<file path="config.mk">
export PLATFORM = sky130hd
export DESIGN_NAME = phase_meter
export DESIGN_NICKNAME = d
export VERILOG_FILES = /design/src/rtl/phase_meter.sv
export SDC_FILE = /design/constraint.sdc
export NUM_CORES = 1
export LEC_CHECK = 0
export CORE_MARGIN = 2
export CORE_UTILIZATION = 59
export DETAILED_ROUTE_END_ITERATION = 7
export GPL_ROUTABILITY_DRIVEN = 0
export PLACE_DENSITY = 0.83
export SYNTH_ARGS = -nofsm -noshare
export SYNTH_HDL_FRONTEND = slang
export SYNTH_SLANG_ARGS = --single-unit
</file>
<file path="constraint.sdc">
create_clock -name fclk -period 5.2 [get_ports fclk]
set_input_delay 1.3 -clock fclk [delete_from_list [all_inputs] [get_ports fclk]]
set_output_delay 1.3 -clock fclk [all_outputs]
set_load 0.02 [all_outputs]
</file>
<file path="src/rtl/phase_meter.sv">
// Phase meter: counts fclk cycles from a reference rise to a signal rise and
// offers each result through a one-entry valid/ready slot. PHASE_METER_AVG_EN averages groups of 4.
module phase_meter #(
  parameter int CNT_W       = 8,
  parameter int SYNC_STAGES = 2
) (
  input  logic             fclk,
  input  logic             rstb,
  input  logic             enable,
  input  logic             ref_in,
  input  logic             sig_in,
  output logic [CNT_W-1:0] phase_cnt,
  output logic             phase_valid,
  input  logic             phase_ready,
  output logic             miss,
  output logic             overrun,
  output logic             sat
);

  typedef enum logic [1:0] {IDLE, ARM, COUNT} state_t;

  localparam logic [CNT_W-1:0] CNT_MAX = '1;
  localparam logic [CNT_W-1:0] CNT_ONE = {{(CNT_W-1){1'b0}}, 1'b1};

  logic [SYNC_STAGES-1:0] ref_sync_q, sig_sync_q;
  logic                   ref_dly_q, sig_dly_q;
  logic                   rise_ref, rise_sig;

  state_t           state_q;
  logic [CNT_W-1:0] cnt_q;
  logic             emit_q, emit_sat_q, miss_q;
  logic [CNT_W-1:0] emit_cnt_q;

  logic [CNT_W-1:0] slot_cnt_q;
  logic             slot_valid_q, slot_sat_q, overrun_q;

  logic [CNT_W-1:0] cnt_inc;
  logic             inc_sat;
  logic             meas_fire, miss_fire, meas_sat;
  logic [CNT_W-1:0] meas_val;
  logic             drain;

`ifdef PHASE_METER_AVG_EN
  logic [CNT_W+1:0] acc_q;
  logic [1:0]       grp_q;
  logic             sat_acc_q;
`endif

  // Equal-length synchronizer chains on both inputs keep the measured separation exact.
  always_ff @(posedge fclk or negedge rstb) begin
    if (!rstb) begin
      ref_sync_q <= '0;
      sig_sync_q <= '0;
      ref_dly_q  <= 1'b0;
      sig_dly_q  <= 1'b0;
    end else begin
      ref_sync_q <= {ref_sync_q[SYNC_STAGES-2:0], ref_in};
      sig_sync_q <= {sig_sync_q[SYNC_STAGES-2:0], sig_in};
      ref_dly_q  <= ref_sync_q[SYNC_STAGES-1];
      sig_dly_q  <= sig_sync_q[SYNC_STAGES-1];
    end
  end

  assign rise_ref = ref_sync_q[SYNC_STAGES-1] & ~ref_dly_q;
  assign rise_sig = sig_sync_q[SYNC_STAGES-1] & ~sig_dly_q;

  // The reported value includes the increment of the cycle the sig rise is seen.
  assign cnt_inc = (cnt_q == CNT_MAX) ? CNT_MAX : cnt_q + CNT_ONE;
  assign inc_sat = (cnt_inc == CNT_MAX);

  always_comb begin
    meas_fire = 1'b0;
    miss_fire = 1'b0;
    meas_val  = cnt_inc;
    meas_sat  = inc_sat;
    if (enable) begin
      case (state_q)
        ARM: begin
          if (rise_ref && rise_sig) begin
            meas_fire = 1'b1;
            meas_val  = '0;
            meas_sat  = 1'b0;
          end
        end
        COUNT: begin
          if (rise_sig)      meas_fire = 1'b1;
          else if (rise_ref) miss_fire = 1'b1;
        end
        default: ;
      endcase
    end
  end

  always_ff @(posedge fclk or negedge rstb) begin
    if (!rstb) begin
      state_q    <= IDLE;
      cnt_q      <= '0;
      emit_q     <= 1'b0;
      emit_cnt_q <= '0;
      emit_sat_q <= 1'b0;
      miss_q     <= 1'b0;
`ifdef PHASE_METER_AVG_EN
      acc_q      <= '0;
      grp_q      <= '0;
      sat_acc_q  <= 1'b0;
`endif
    end else begin
      miss_q <= miss_fire;
      if (!enable) begin
        state_q <= IDLE;
        cnt_q   <= '0;
      end else begin
        case (state_q)
          IDLE: begin
            cnt_q   <= '0;
            state_q <= ARM;
          end
          ARM: begin
            cnt_q <= '0;
            if (rise_ref) state_q <= rise_sig ? ARM : COUNT;
          end
          COUNT: begin
            if (rise_ref) begin
              cnt_q <= '0;
            end else if (rise_sig) begin
              cnt_q   <= '0;
              state_q <= ARM;
            end else begin
              cnt_q <= cnt_inc;
            end
          end
          default: begin
            cnt_q   <= '0;
            state_q <= IDLE;
          end
        endcase
      end
`ifdef PHASE_METER_AVG_EN
      emit_q <= 1'b0;
      if (!enable || state_q == IDLE || miss_fire) begin
        acc_q     <= '0;
        grp_q     <= '0;
        sat_acc_q <= 1'b0;
      end else if (meas_fire) begin
        if (grp_q == 2'd3) begin
          emit_q     <= 1'b1;
          emit_cnt_q <= CNT_W'((acc_q + {2'b00, meas_val}) >> 2);
          emit_sat_q <= sat_acc_q | meas_sat;
          acc_q      <= '0;
          grp_q      <= '0;
          sat_acc_q  <= 1'b0;
        end else begin
          acc_q     <= acc_q + {2'b00, meas_val};
          grp_q     <= grp_q + 2'd1;
          sat_acc_q <= sat_acc_q | meas_sat;
        end
      end
`else
      emit_q <= meas_fire;
      if (meas_fire) begin
        emit_cnt_q <= meas_val;
        emit_sat_q <= meas_sat;
      end
`endif
    end
  end

  assign drain = slot_valid_q & phase_ready;

  // A full slot that is not draining keeps its old result and drops the new one.
  always_ff @(posedge fclk or negedge rstb) begin
    if (!rstb) begin
      slot_cnt_q   <= '0;
      slot_valid_q <= 1'b0;
      slot_sat_q   <= 1'b0;
      overrun_q    <= 1'b0;
    end else begin
      overrun_q <= 1'b0;
      if (emit_q) begin
        if (!slot_valid_q || drain) begin
          slot_cnt_q   <= emit_cnt_q;
          slot_sat_q   <= emit_sat_q;
          slot_valid_q <= 1'b1;
        end else begin
          overrun_q <= 1'b1;
        end
      end else if (drain) begin
        slot_valid_q <= 1'b0;
      end
    end
  end

  assign phase_cnt   = slot_cnt_q;
  assign phase_valid = slot_valid_q;
  assign sat         = slot_sat_q;
  assign miss        = miss_q;
  assign overrun     = overrun_q;

endmodule

</file>
### Word level (Yosys, flattened, before mapping)

Index checks and enable logic that the tools add are counted.

* memory bits (writable): 0
* memories kept: 0
* bits in latches: 0
* register bits after elaboration: 38
* input bits: 6
* ROM bits: 0
* word-level logic and storage cells: 66

* bitwise logic cells: 5
* divide/modulo/power cells: 0
* mux-type cells: 30
* add/sub/neg operators: 1
* shifts and indexed selects: 0
* equality and inequality tests: 8
* multipliers: 0
* magnitude comparators: 0
* reduce and logical (&&, ||, !) cells: 8

Operator list (number)
* 8-bit two-way mux: 8
* 8-bit equality test, second input constant: 2
* 1-bit two-way mux: 15
* 2-bit two-way mux: 5
* 3-bit != test, second input constant: 3
* 8-bit by 1-bit adder with 8-bit output, second input constant: 1
* 2-bit one-hot mux with 3 select lines: 1
* 2-bit AND reduction: 2
* 1-bit AND: 3
* 3-bit AND reduction: 1
* 2-bit by 1-bit equality test with 1-bit output, second input constant: 1
* 2-bit equality test, second input constant: 1
* 2-bit logical NOT: 1
* 2-bit by 1-bit != test with 1-bit output, second input constant: 1
* 1-bit inverter: 2
* 1-bit one-hot mux with 2 select lines: 1
* 2-bit nonzero test: 1
* 1-bit logical AND: 1
* 1-bit logical NOT: 1
* 1-bit logical OR: 1

### Logic depth before layout (Yosys ltp)

Gate-level depths: netlist (run 1).

* word-level depth: 6
* mapped depth: 7
* gate-level depth less buffers: 7

### Worst setup path after synthesis (run 1)

No wires, ideal clock.

* path type: input-to-reg
* start point: input enable
* end point: register emit_sat_q
* arrival: 2082 ps
* required time: 5097 ps
* path slack: 3014 ps
* path buffers: 0
* stages: 4
* path through: o2111ai_1 o21bai_4 o21bai_1 o41ai_2

* cells in the longest elaborated chain, start to end: 1
* elaborated cells on any way between the ends: 2
* those cells by class: 2 x mux

RTL lines
* start: declaration: line 9 `input logic enable,`
* 1-bit two-way mux: line 76 `if (enable) begin`
* end signal: assignment: line 162 `emit_sat_q <= meas_sat;`
* end: declaration: line 31 `logic emit_q, emit_sat_q, miss_q;`

Several ways; a longest one is shown, not always the timed one.
A chain may end at the register's enable or synchronous reset.

### Worst setup path in the final report (run 1)

Same ends and word-level chain as after synthesis.

==> results.sh, run 1 <==
export IMPL_final_min_clock_period_ns=2.86
export IMPL_r2r_end="emit_sat_q"
export IMPL_netlist_area_um2=1630
export IMPL_htree_levels=2
export IMPL_mappedNetlistNets=153
export IMPL_crit_path_max_fanout=11
export IMPL_min_path_cells=0
export IMPL_finalCritPeriodShare_pct=55.1
export IMPL_clock_network_fraction_of_total_power_pct=36.1
export IMPL_power_static_leakage_nw=0.894
export IMPL_worst_setup_path_end_kind="flop"
export IMPL_std_cell_rows=19
export IMPL_ys_async_sr_fraction_pct=100
export IMPL_grt_usage_pct=21.7
export IMPL_timing_slew_headroom_pct=46.5
export IMPL_detail_route_drc_violations=0
export IMPL_final_nets=175
export IMPL_crit_path_start="enable"
export IMPL_timing_worst_setup_path_type="input port to flop"
export IMPL_post_route_util_pct=71.0
export IMPL_max_clock_freq_mhz=349
export IMPL_postSynthAreaPerCell_um2=11.5
export IMPL_tightestPinTransition_ns=0.801
export IMPL_worstHoldEndpoint="sig_sync_q[1]"
export IMPL_core_um2=2690
export IMPL_ctsHoldBuffers=0
export IMPL_report_final_slew_viol_count=0
export IMPL_synthDominantAreaCellType="dfrtp_1"
export IMPL_global_route_wire_length_before_repair_um=5210
export IMPL_floorplan_initialDensity_pct=60.6
export IMPL_wl_per_cell_um=14.1
export IMPL_ys_seq_elements=38
export IMPL_hold_path_startpoint="sig_sync_q[0]"
export IMPL_initial_antenna_violation_count=0
export IMPL_crit_reg_reg_startpoint="state_q[1]"
export IMPL_first_global_vias=1151
export IMPL_setup_slack_ns=2.34
export IMPL_timing_reg2reg_worst_path_depth=7
export IMPL_r2r_slack_ns=2.93
export IMPL_chipHeight_um=56.5
export IMPL_routed_via_density=5.54
export IMPL_internal_power_w=0.000417
export IMPL_post_place_cells=188
export IMPL_hold_path_class="flop to flop"
export IMPL_drc_marker_count_from_the_first_detailed_route_iteration=20
export IMPL_layout_drive_gt1_share_pct=14.5
export IMPL_cts_root_buffer_cell="clkbuf_4"
export IMPL_placed_cell_area_um2=1830
export IMPL_crit_required_ns=5.45
export IMPL_wirelength_routed_um=2770
export IMPL_vias=1086
export IMPL_peakVddDrop_uv=218
export IMPL_power_share_switching_pct=21.8
export IMPL_die_x_um=56.5
export IMPL_die_area_um2=3200
export IMPL_antenna_left=0
export IMPL_power_density_nw_per_um2=280
export IMPL_clock_tree_buffer_depth=2
export IMPL_p_switching_w=0.000116
export IMPL_syn_instance_count=142
export IMPL_detailedRoute_firstPassIterationCount=4
export IMPL_synth_enable_flop_cells=0
export IMPL_fin_setup_tns_ns=0
export IMPL_report_final_setup_viol=0
export IMPL_io_pins=18
export IMPL_post_cts_resize_count=0
export IMPL_finalInstanceArea_um2=1910
export IMPL_run_status="finished clean"
export IMPL_finalClockSkew_ns=0.00780
export IMPL_grt_ovfl_total=0
export IMPL_setup_repair_after_global_routing_missed_its_margin="no"
export IMPL_timing_hold_violations_final=0
export IMPL_area_growth_syn_to_layout_pct=17.2
export IMPL_layout_cells_non_filler=196
export IMPL_share_of_power_burned_in_combinational_logic_pct=6.2
export IMPL_synth_main_ff_cell="dfrtp_1"
export IMPL_clk_latency_ns=0.34
export IMPL_yosys_warnings=0
export IMPL_start_kind="input port"
export IMPL_post_dp_hpwl_um=2020
export IMPL_netlist_top_cells_area="dfrtp_1 (58%), mux2_2 (6.2%), nand2_1 (4.2%)"
export IMPL_yosys_area_top_type_share_pct=58.4
export IMPL_power_frac_seq_pct=57.6
export IMPL_synth_sequential_area_ratio_pct=58.4
export IMPL_cts_num_sinks=38
export IMPL_insertedDiodeCount=0
export IMPL_place_port_buffers=17
export IMPL_dp_slack_ns=1.99
export IMPL_nFillCells=197
export IMPL_maximum_number_of_pins_on_one_net_before_global_route_repair=39
export IMPL_maxCapViolCount=0
export IMPL_cts_made_buffers=5
export IMPL_tritoncts="built"
export IMPL_cp_arrival_ns=3.12
export IMPL_post_cts_buffers=0
export IMPL_netlist_cell_type_count=35
export IMPL_path_clk_slew_ns=0.11
-- through the flow --
stage                     power [W]  hold slack, ns
after floorplan            0.000331           0.331
after global placement     0.000345           0.333
after detailed placement   0.000347           0.340
after CTS                  0.000541           0.364
after global routing       0.000561           0.394
final                      0.000534           0.362
-- cell usage after synthesis (all sizes together), types with 3 or more instances --
master and number:
dfrtp 38, nand2 18, nor2 13, mux2 9
o21ai 9, inv 6, a21oi 5, ha 5
nand3 4, nor2b 3
-- layer usage --
metal	global-route usage (%)	share of wire (%)	up-vias
met2	32.4	46	31
met1	27.5	47	520
met4	9.18	0.58	0
li1	-	-	533
met3	9.68	6.4	2
met5	0	0	-
-- cells in the final DEF, fill, tap and decap left out, types with 4 or more instances in the layout --
cell type and count:
nand3_1 4, inv_1 6, nand2_1 18, dfrtp_1 38
o21ai_0 9, clkbuf_4 5, clkdlybuf4s50_1 17, nor2_1 13
ha_1 5, mux2_2 9, a21oi_1 5
-- layout make-up --
cell class | count | area (um2) | share of cell area [%]
well taps | 31 | 38.8 | 2.03
clock buffers | 5 | 37.5 | 1.97
inverters | 6 | 22.5 | 1.18
repair buffers | 18 | 178 | 9.31
clock inverters | 3 | 40.0 | 2.10
flip-flops and latches | 38 | 951 | 49.8
multi-input cells | 95 | 641 | 33.6
-- power groups by stage --
stage | clock [W] | combinational, W | sequential (W)
after global placement | 0 | 0.0000323 | 0.000313
after CTS | 0.000200 | 0.0000338 | 0.000307
after global routing | 0.000214 | 0.0000383 | 0.000308
after floorplan | 0 | 0.0000184 | 0.000313
after detailed placement | 0 | 0.0000334 | 0.000313
final | 0.000193 | 0.0000333 | 0.000307
-- how the worst max path moves through the flow --
stage / to / slack, ns
after detailed placement: emit_sat_q / 1.99
after floorplan: emit_sat_q / 3.01
after global placement: emit_sat_q / 2.07
after CTS: emit_sat_q / 2.35
after global routing: emit_sat_q / 2.26
final: emit_sat_q / 2.34
-- critical path, cell delays in order --
cell and delay, ns:
clkdlybuf4s50_1 0.51, o2111ai_1 0.41, o21bai_4 0.37, o21bai_1 0.21
o41ai_2 0.32
-- state kept, by name, indices dropped and copies added, names as in the netlist --
name and cells:
cnt_q 8, ref_dly_q 1, state_q 2, sat 1
overrun 1, sig_sync_q 2, emit_q 1, emit_cnt_q 8
phase_valid 1, miss 1, emit_sat_q 1, sig_dly_q 1
phase_cnt 8, ref_sync_q 2
-- cell families after synthesis --
| family | after synthesis | synth area share [%] |
|---|---|---|
| mux | 11 | 7.46 |
| flops | 38 | 58.4 |
| fa+ha+maj | 5 | 3.84 |
| simple gates | 52 | 16.1 |
| compound gates | 25 | 10.9 |
| buf+inv | 9 | 2.23 |
| xor+xnor | 2 | 1.08 |
No activity file was read; power rests on OpenSTA's default activity.
==> run 2: changes to the inputs <==
- CORE_UTILIZATION: 59 -> 49
- PLACE_DENSITY: 0.83 -> 0.74
- clock period: 5.2 -> 2.6 ns (I/O delays scaled with it)
==> run 2 against run 1 <==
Hold slack lost 0.0014 ns. Non-clock buffer count is 1 higher. Flip-flop and latch count stayed put. Clock power rose to 2.7 times the previous value.
==> results.sh, run 2 (synthesis gave the netlist of run 1 again) <==
export IMPL_io_pins=18
export IMPL_finalCritPeriodShare_pct=76.0
export IMPL_mostFrequentLayoutCells="dfrtp_1 (38), nand2_1 (18), clkdlybuf4s50_1 (17), nor2_1 (13)"
export IMPL_maximum_number_of_pins_on_one_net_before_global_route_repair=39
export IMPL_hold_path_class="flop to flop"
export IMPL_crit_path_start="phase_cnt[0]"
export IMPL_report_final_slew_viol_count=0
export IMPL_maxCapViolCount=0
export IMPL_timing_critical_path_depth=1
export IMPL_r2r_end="emit_sat_q"
export IMPL_chipHeight_um=61.6
export IMPL_power_density_nw_per_um2=612
export IMPL_peakVddDrop_uv=417
export IMPL_cts_num_sinks=38
export IMPL_worst_path_max_stage_delay_ns=0.61
export IMPL_timing_slew_headroom_pct=69.5
export IMPL_grt_ovfl_total=0
export IMPL_cts_made_buffers=5
export IMPL_first_global_vias=1092
export IMPL_core_um2=3100
export IMPL_timing_hold_violations_final=0
export IMPL_hold_path_startpoint="sig_sync_q[0]"
export IMPL_nFillCells=262
export IMPL_crit_required_ns=1.95
export IMPL_path_clk_slew_ns=0.11
export IMPL_critPathSlowestCell="clkdlybuf4s50_1"
export IMPL_ctsHoldBuffers=0
export IMPL_post_cts_buffers=0
export IMPL_place_port_buffers=17
export IMPL_worstPathBufferInverterCount=1
export IMPL_tightestPinTransition_ns=0.457
export IMPL_fin_setup_tns_ns=0
export IMPL_timing_reg2reg_worst_path_depth=7
export IMPL_antenna_left=0
export IMPL_mostFrequentLayoutCell="dfrtp_1"
export IMPL_power_static_leakage_nw=0.912
export IMPL_layout_drive_gt1_share_pct=15.1
export IMPL_wirelength_routed_um=2900
export IMPL_run_status="finished clean"
export IMPL_finalClockSkew_ns=0.0135
export IMPL_global_route_wire_length_before_repair_um=4910
export IMPL_worst_setup_path_end_kind="output port"
export IMPL_clk_latency_ns=0.35
export IMPL_cp_arrival_ns=1.32
export IMPL_post_cts_resize_count=0
export IMPL_tritoncts="built"
export IMPL_post_dp_hpwl_um=2140
export IMPL_report_final_setup_viol=0
export IMPL_timing_worst_setup_path_type="flop to output port"
export IMPL_setup_repair_after_global_routing_missed_its_margin="no"
export IMPL_detailedRoute_firstPassIterationCount=4
export IMPL_routed_via_density=5.37
export IMPL_vias=1128
export IMPL_cp_top_family="buffers and inverters"
export IMPL_final_nets=176
export IMPL_die_area_um2=3800
export IMPL_crit_reg_reg_startpoint="state_q[1]"
export IMPL_detail_route_drc_violations=0
export IMPL_initial_antenna_violation_count=0
export IMPL_die_x_um=61.6
export IMPL_cts_root_buffer_cell="clkbuf_4"
export IMPL_crit_path_max_fanout=2
export IMPL_grt_usage_pct=18.2
export IMPL_hold_ws_ns=0.360
export IMPL_final_min_clock_period_ns=1.97
export IMPL_crit_path_end="phase_cnt[0]"
export IMPL_max_clock_freq_mhz=506
export IMPL_std_cell_rows=20
export IMPL_clock_tree_buffer_depth=2
export IMPL_wl_per_cell_um=13.8
export IMPL_floorplan_initialDensity_pct=52.5
export IMPL_area_growth_syn_to_layout_pct=20.8
export IMPL_htree_levels=2
export IMPL_start_kind="flop"
export IMPL_r2r_slack_ns=0.73
export IMPL_insertedDiodeCount=0
export IMPL_drc_marker_count_from_the_first_detailed_route_iteration=69
export IMPL_crit_path_cell_trace="clkdlybuf4s50_1"
[run 2: cell count changes in the layout (fill, tap and decap cells not counted), sizes merged]
cell | previous run | this run
buf | 1 | 2
bufinv | 1 | 2
clkbuf | 5 | 6
clkinv | 2 | 0
[run 2: worst min-delay path by stage]
| stage | end | slack [ns] | cells after the start |
|---|---|---|---|
| floorplan | ref_sync_q[1] | 0.33 | 0 |
| global placement | ref_sync_q[1] | 0.33 | 0 |
| detailed placement | ref_sync_q[1] | 0.34 | 0 |
| CTS | ref_sync_q[1] | 0.36 | 0 |
| global route | ref_sync_q[1] | 0.38 | 0 |
| finish | sig_sync_q[1] | 0.36 | 0 |
[run 2: power by group]
| group | switching, W | internal, W |
|---|---|---|
| clock | 0.000191 | 0.000326 |
| combinational | 0.0000388 | 0.0000320 |
| sequential | 0.0000112 | 0.000605 |
| total | 0.000241 | 0.000963 |
[run 2: metrics by stage]
stage	utilization (%)	std cells	area [um2]	setup slack (ns)	total power, W
finish	63.3	210	1970	0.625	0.00120
global placement	59.8	202	1850	0.483	0.000690
global route	63.3	210	1970	0.557	0.00125
detailed placement	59.8	202	1850	0.416	0.000697
floorplan	-	142	1630	0.925	0.000662
CTS	63.3	210	1970	0.612	0.00122
[run 2: final cells by class]
cell class,instances,area (um2),area share (%)
flip-flops and latches,38,951,48.4
multi-input cells,95,641,32.6
inverters,6,22.5,1.15
clock buffers,6,51.3,2.61
clock inverters,2,60.1,3.06
well taps,44,55.1,2.80
repair buffers,19,185,9.42
[run 2: layer usage]
layer  global-route usage [%]  share of wire, %  vias up
met5                        0                 0        -
met4                     6.38               1.9        0
met3                     5.67               6.0       11
met2                     31.6                48       40
met1                     21.1                44      539
li1                         -                 -      538
==> run 3: changes to the inputs <==
- clock period: 2.6 -> 1.8 ns (I/O delays scaled with it)
==> run 3 against run 2 <==
The flow now finishes with violations (setup timing). Utilization increased by 2.3 points. Sequential power increased by 45%. Combinational power increased by 69%. Clock power decreased by 11%. Register-to-register slack got worse by 0.75 ns. Critical endpoint is now emit_sat_q.
==> results.sh, run 3 (synthesis gave the netlist of run 1 again) <==
export IMPL_io_pins=18
export IMPL_drc_marker_count_from_the_first_detailed_route_iteration=62
export IMPL_std_cell_rows=20
export IMPL_insertedDiodeCount=0
export IMPL_layout_cells_non_filler=215
export IMPL_crit_reg_reg_startpoint="state_q[1]"
export IMPL_run_status="finished with violations"
export IMPL_power_density_nw_per_um2=722
export IMPL_core_um2=3100
export IMPL_worstHoldEndpoint="ref_sync_q[1]"
export IMPL_place_port_buffers=17
export IMPL_die_x_um=61.6
export IMPL_tritoncts="built"
export IMPL_path_clk_slew_ns=0.11
export IMPL_detailedRoute_firstPassIterationCount=4
export IMPL_cts_made_buffers=5
export IMPL_r2r_slack_ns=-0.02
export IMPL_post_dp_hpwl_um=2220
export IMPL_failed_checks="setup timing"
export IMPL_power_static_leakage_nw=1.05
export IMPL_peakVddDrop_uv=424
export IMPL_chipHeight_um=61.6
export IMPL_setup_slack_ns=-0.0170
export IMPL_dp_slack_ns=-0.197
export IMPL_wl_per_cell_um=14.3
export IMPL_cp_top_family="compound AO/OA/AOI/OAI gates"
export IMPL_hold_path_class="flop to flop"
export IMPL_tightestPinTransition_ns=0.456
export IMPL_max_clock_freq_mhz=550
export IMPL_crit_path_max_fanout=3
export IMPL_clock_tree_buffer_depth=2
export IMPL_report_final_setup_viol=1
export IMPL_grt_usage_pct=19.3
export IMPL_worst_path_max_stage_delay_ns=0.42
export IMPL_final_nets=181
export IMPL_detail_route_drc_violations=0
export IMPL_routed_via_density=5.30
export IMPL_mostFrequentLayoutCell="dfrtp_1"
export IMPL_area_growth_syn_to_layout_pct=25.1
export IMPL_report_final_slew_viol_count=0
export IMPL_clk_latency_ns=0.34
export IMPL_cts_root_buffer_cell="clkbuf_4"
export IMPL_layout_drive_gt1_share_pct=22.8
export IMPL_crit_required_ns=2.03
export IMPL_die_area_um2=3800
export IMPL_start_kind="flop"
export IMPL_cp_arrival_ns=2.04
export IMPL_critical_path_top_cell_by_count="o21bai_4"
export IMPL_wirelength_routed_um=3080
export IMPL_maxCapViolCount=0
export IMPL_timing_reg2reg_worst_path_depth=7
export IMPL_post_route_util_pct=65.6
export IMPL_finalCritPeriodShare_pct=101
export IMPL_r2r_end="emit_sat_q"
export IMPL_mostFrequentLayoutCells="dfrtp_1 (37), nand2_1 (18), nor2_1 (12)"
export IMPL_post_layout_total_power_w=0.00147
export IMPL_critPathSlowestCell="dfrtp_1"
export IMPL_hold_path_startpoint="ref_sync_q[0]"
export IMPL_first_global_vias=1170
export IMPL_timing_slew_headroom_pct=69.6
export IMPL_nFillCells=260
export IMPL_finalClockSkew_ns=0.00919
export IMPL_min_path_cells=0
export IMPL_setup_repair_after_global_routing_missed_its_margin="yes"
export IMPL_post_place_cells=205
export IMPL_timing_worst_setup_path_type="flop to flop"
export IMPL_final_min_clock_period_ns=1.82
export IMPL_antenna_left=0
export IMPL_initial_antenna_violation_count=0
export IMPL_maximum_number_of_pins_on_one_net_before_global_route_repair=39
export IMPL_vias=1139
export IMPL_global_route_wire_length_before_repair_um=5200
export IMPL_timing_hold_violations_final=0
export IMPL_grt_ovfl_total=0
export IMPL_floorplan_initialDensity_pct=52.5
export IMPL_worst_setup_path_end_kind="flop"
export IMPL_htree_levels=2
export IMPL_cts_num_sinks=38
export IMPL_worstPathBufferInverterCount=1
export IMPL_crit_path_cell_trace="inv_2 -> ha_4 -> and3b_1 -> o2111ai_2 -> o21bai_4 -> o21bai_4 -> o41ai_2"
[run 3: cell types whose count changed in the layout (fill, tap and decap cells not counted), moves of 3 or more]
cell,change
clkdlybuf4s50_1,-8
dlymetal6s2s_1,+8
buf_4,+4
ha_1,-3
[run 3: final cells by class]
| class | count | area (um2) | area share, % |
|---|---|---|---|
| Multi-Input combinational cell | 95 | 688 | 33.8 |
| Clock buffer | 6 | 51.3 | 2.52 |
| Clock inverter | 2 | 12.5 | 0.614 |
| Inverter | 6 | 22.5 | 1.11 |
| Tap cell | 44 | 55.1 | 2.70 |
| Sequential cell | 38 | 952 | 46.7 |
| Timing Repair Buffer | 24 | 255 | 12.5 |
[run 3: stage by stage]
step           area [um2]  setup TNS (ns)  hold WS, ns
6_report             2040         -0.0170        0.362
3_3_place_gp         1890         -0.0758        0.334
2_1_floorplan        1630               0        0.154
5_1_grt              2040          -0.103        0.380
3_5_place_dp         1890          -0.210        0.336
4_1_cts              1970               0        0.362
[run 3: how the worst max path moves through the flow]
| stage | startpoint | end | slack, ns | depth (start not counted) |
|---|---|---|---|---|
| 6_report | state_q[1] | emit_sat_q | -0.02 | 7 |
| 5_1_grt | state_q[1] | emit_sat_q | -0.10 | 7 |
| 4_1_cts | state_q[0] | emit_sat_q | 0.006 | 6 |
| 3_5_place_dp | enable | emit_sat_q | -0.20 | 5 |
| 3_3_place_gp | enable | emit_sat_q | -0.08 | 5 |
| 2_1_floorplan | state_q[1] | emit_sat_q | 0.12 | 7 |
[run 3: power by group]
group          internal, W  switching [W]  leakage (nW)
clock             0.000188       0.000272        0.0343
sequential        0.000875      0.0000173         0.514
combinational    0.0000578      0.0000623         0.507
total              0.00112       0.000351          1.05
[run 3: repair_timing]
item                                    in CTS  in global routing
pin swaps                                    1                  2
cloned                                       0                  0
hold buffers                                 0                  0
setup buffers                                0                  2
endpoints found under the setup margin       1                 10
resized for setup                            3                 17
[run 3: layer usage]
metal / share of wire [%] / up-vias / GRT usage [%]
met4: 1.7 / 0 / 7.29
met2: 50 / 33 / 32.9
li1: - / 548 / -
met5: 0 / - / 0
met1: 43 / 551 / 22.1
met3: 5.5 / 7 / 6.93
==> variant: new RTL, config.mk and constraints of run 3 <==
The parameter `CNT_W` goes from 8 to 6.
--- a/src/rtl/phase_meter.sv
+++ b/src/rtl/phase_meter.sv
@@ -1,7 +1,7 @@
 // Phase meter: counts fclk cycles from a reference rise to a signal rise and
 // offers each result through a one-entry valid/ready slot. PHASE_METER_AVG_EN averages groups of 4.
 module phase_meter #(
-  parameter int CNT_W       = 8,
+  parameter int CNT_W       = 6,
   parameter int SYNC_STAGES = 2
 ) (
   input  logic             fclk,
Interface: changed (resized phase_cnt); port bits go from 18 to 16. The function was not compared with the original's and may differ.
==> variant against run 3 <==
Power is 16% lower. Cell area down 21%. Critical endpoint is now phase_cnt[0]. Register-to-register slack improved by 0.21 ns. Sequential cell count decreased by 6. Highest routed layer unchanged. Maximum frequency up 4.3%. Wire length shrank 30%. Count of clock-buffer cells in the layout stayed put. Setup slack gained 0.076 ns. Synthesized area fell by 18%.
==> variant: results (changes against run 3) <==
| Metric | Value |
|---|---|
| Fraction of area in registers | `0.499 (was 0.467)` |
| Layout filler cell count | `206 (was 260)` |
| LEAKAGE | `0.826 nW (was 1.05 nW)` |
| Net Sw Power | `0.285 mW (was 0.351 mW)` |
| Met2 Resource Use GR | `0.240 (was 0.329)` |
| Clock sinks | `32 (was 38)` |
| Signal buf overhead | `0.111 (was 0.125)` |
| Post-placement cell area | `1540 um2 (was 1890 um2)` |
| Clock power frac | `0.336 (was 0.312)` |
| Adder-cell share of the synthesized area | `0.0471 (was 0.0384)` |
| Nets | `144 (was 181)` |
| Vias in the first global route | `862 (was 1,170)` |
| Global-route wire length before repair | `3800 um (was 5200 um)` |
| Critical path peak fanout | `2 (was 3)` |
| XOR/XNOR Fraction of Synth Area | `0.0132 (was 0.0108)` |
| Share of cell area taken by muxes after synthesis | `0.0744 (was 0.0746)` |
| Sequential cell fraction of total power | `0.600 (was 0.606)` |
| Crit path arrival time | `1.29 ns (was 2.04 ns)` |
| Largest delay contributor family on the critical path | `buffers and inverters (was compound AO/OA/AOI/OAI gates)` |
| DP Worst Slack | `0.0245 ns (was -0.197 ns)` |
| Compound-gate portion of the synthesized area | `0.103 (was 0.109)` |
| Actual slew at the worst max-slew pin | `0.516 ns (was 0.456 ns)` |
| Met1 layer wirelength in the final routing | `1050 um (was 1320 um)` |
| Initial detailed-routing violation count | `17 (was 62)` |
| Post-synthesis cell type count | `32 (was 35)` |
| Total nets after synthesis | `119 (was 153)` |
| Clock-cell share of area | `0.0382 (was 0.0313)` |
| HPWL Detailed | `1590 um (was 2220 um)` |
| Quantity of I/O buffers inserted on ports | `15 (was 17)` |
| Met3 wire len | `120 um (was 169 um)` |
| Count of plain and timing-repair buffers in the layout | `18 (was 24)` |
| Run status | `finished clean (was finished, violations left)` |
| Commonest cells in the netlist | `sky130_fd_sc_hd__dfrtp_1, sky130_fd_sc_hd__mux2_2, sky130_fd_sc_hd__nor2_1 (was sky130_fd_sc_hd__dfrtp_1, sky130_fd_sc_hd__nand2_1, sky130_fd_sc_hd__nor2_1, sky130_fd_sc_hd__mux2_2, sky130_fd_sc_hd__o21ai_0)` |
variant: timing repair:
item,4_1_cts,5_1_grt
resized for setup,0,2
hold endpoints to repair,0,0
endpoints found under the setup margin,0,2
variant: worst register-to-register path: stages (launching register included):
cell	delay, ns
sky130_fd_sc_hd__dfrtp_1	0.41
sky130_fd_sc_hd__inv_1	0.08
sky130_fd_sc_hd__ha_1	0.27
sky130_fd_sc_hd__o21a_1	0.15
sky130_fd_sc_hd__or4_1	0.50
sky130_fd_sc_hd__a21boi_1	0.13
variant: final timing paths:
check / start / end / slack, ns / cells after the start
min in group asynchronous: rstb / emit_cnt_q[3] / 0.51 / 2
min reg2reg: sig_sync_q[0] / sig_sync_q[1] / 0.36 / 0
max: phase_cnt[0] / phase_cnt[0] / 0.06 / 1
max in group asynchronous: rstb / sig_dly_q / 1.00 / 2
min: sig_sync_q[0] / sig_sync_q[1] / 0.36 / 0
max reg2reg: state_q[0] / state_q[0] / 0.19 / 5
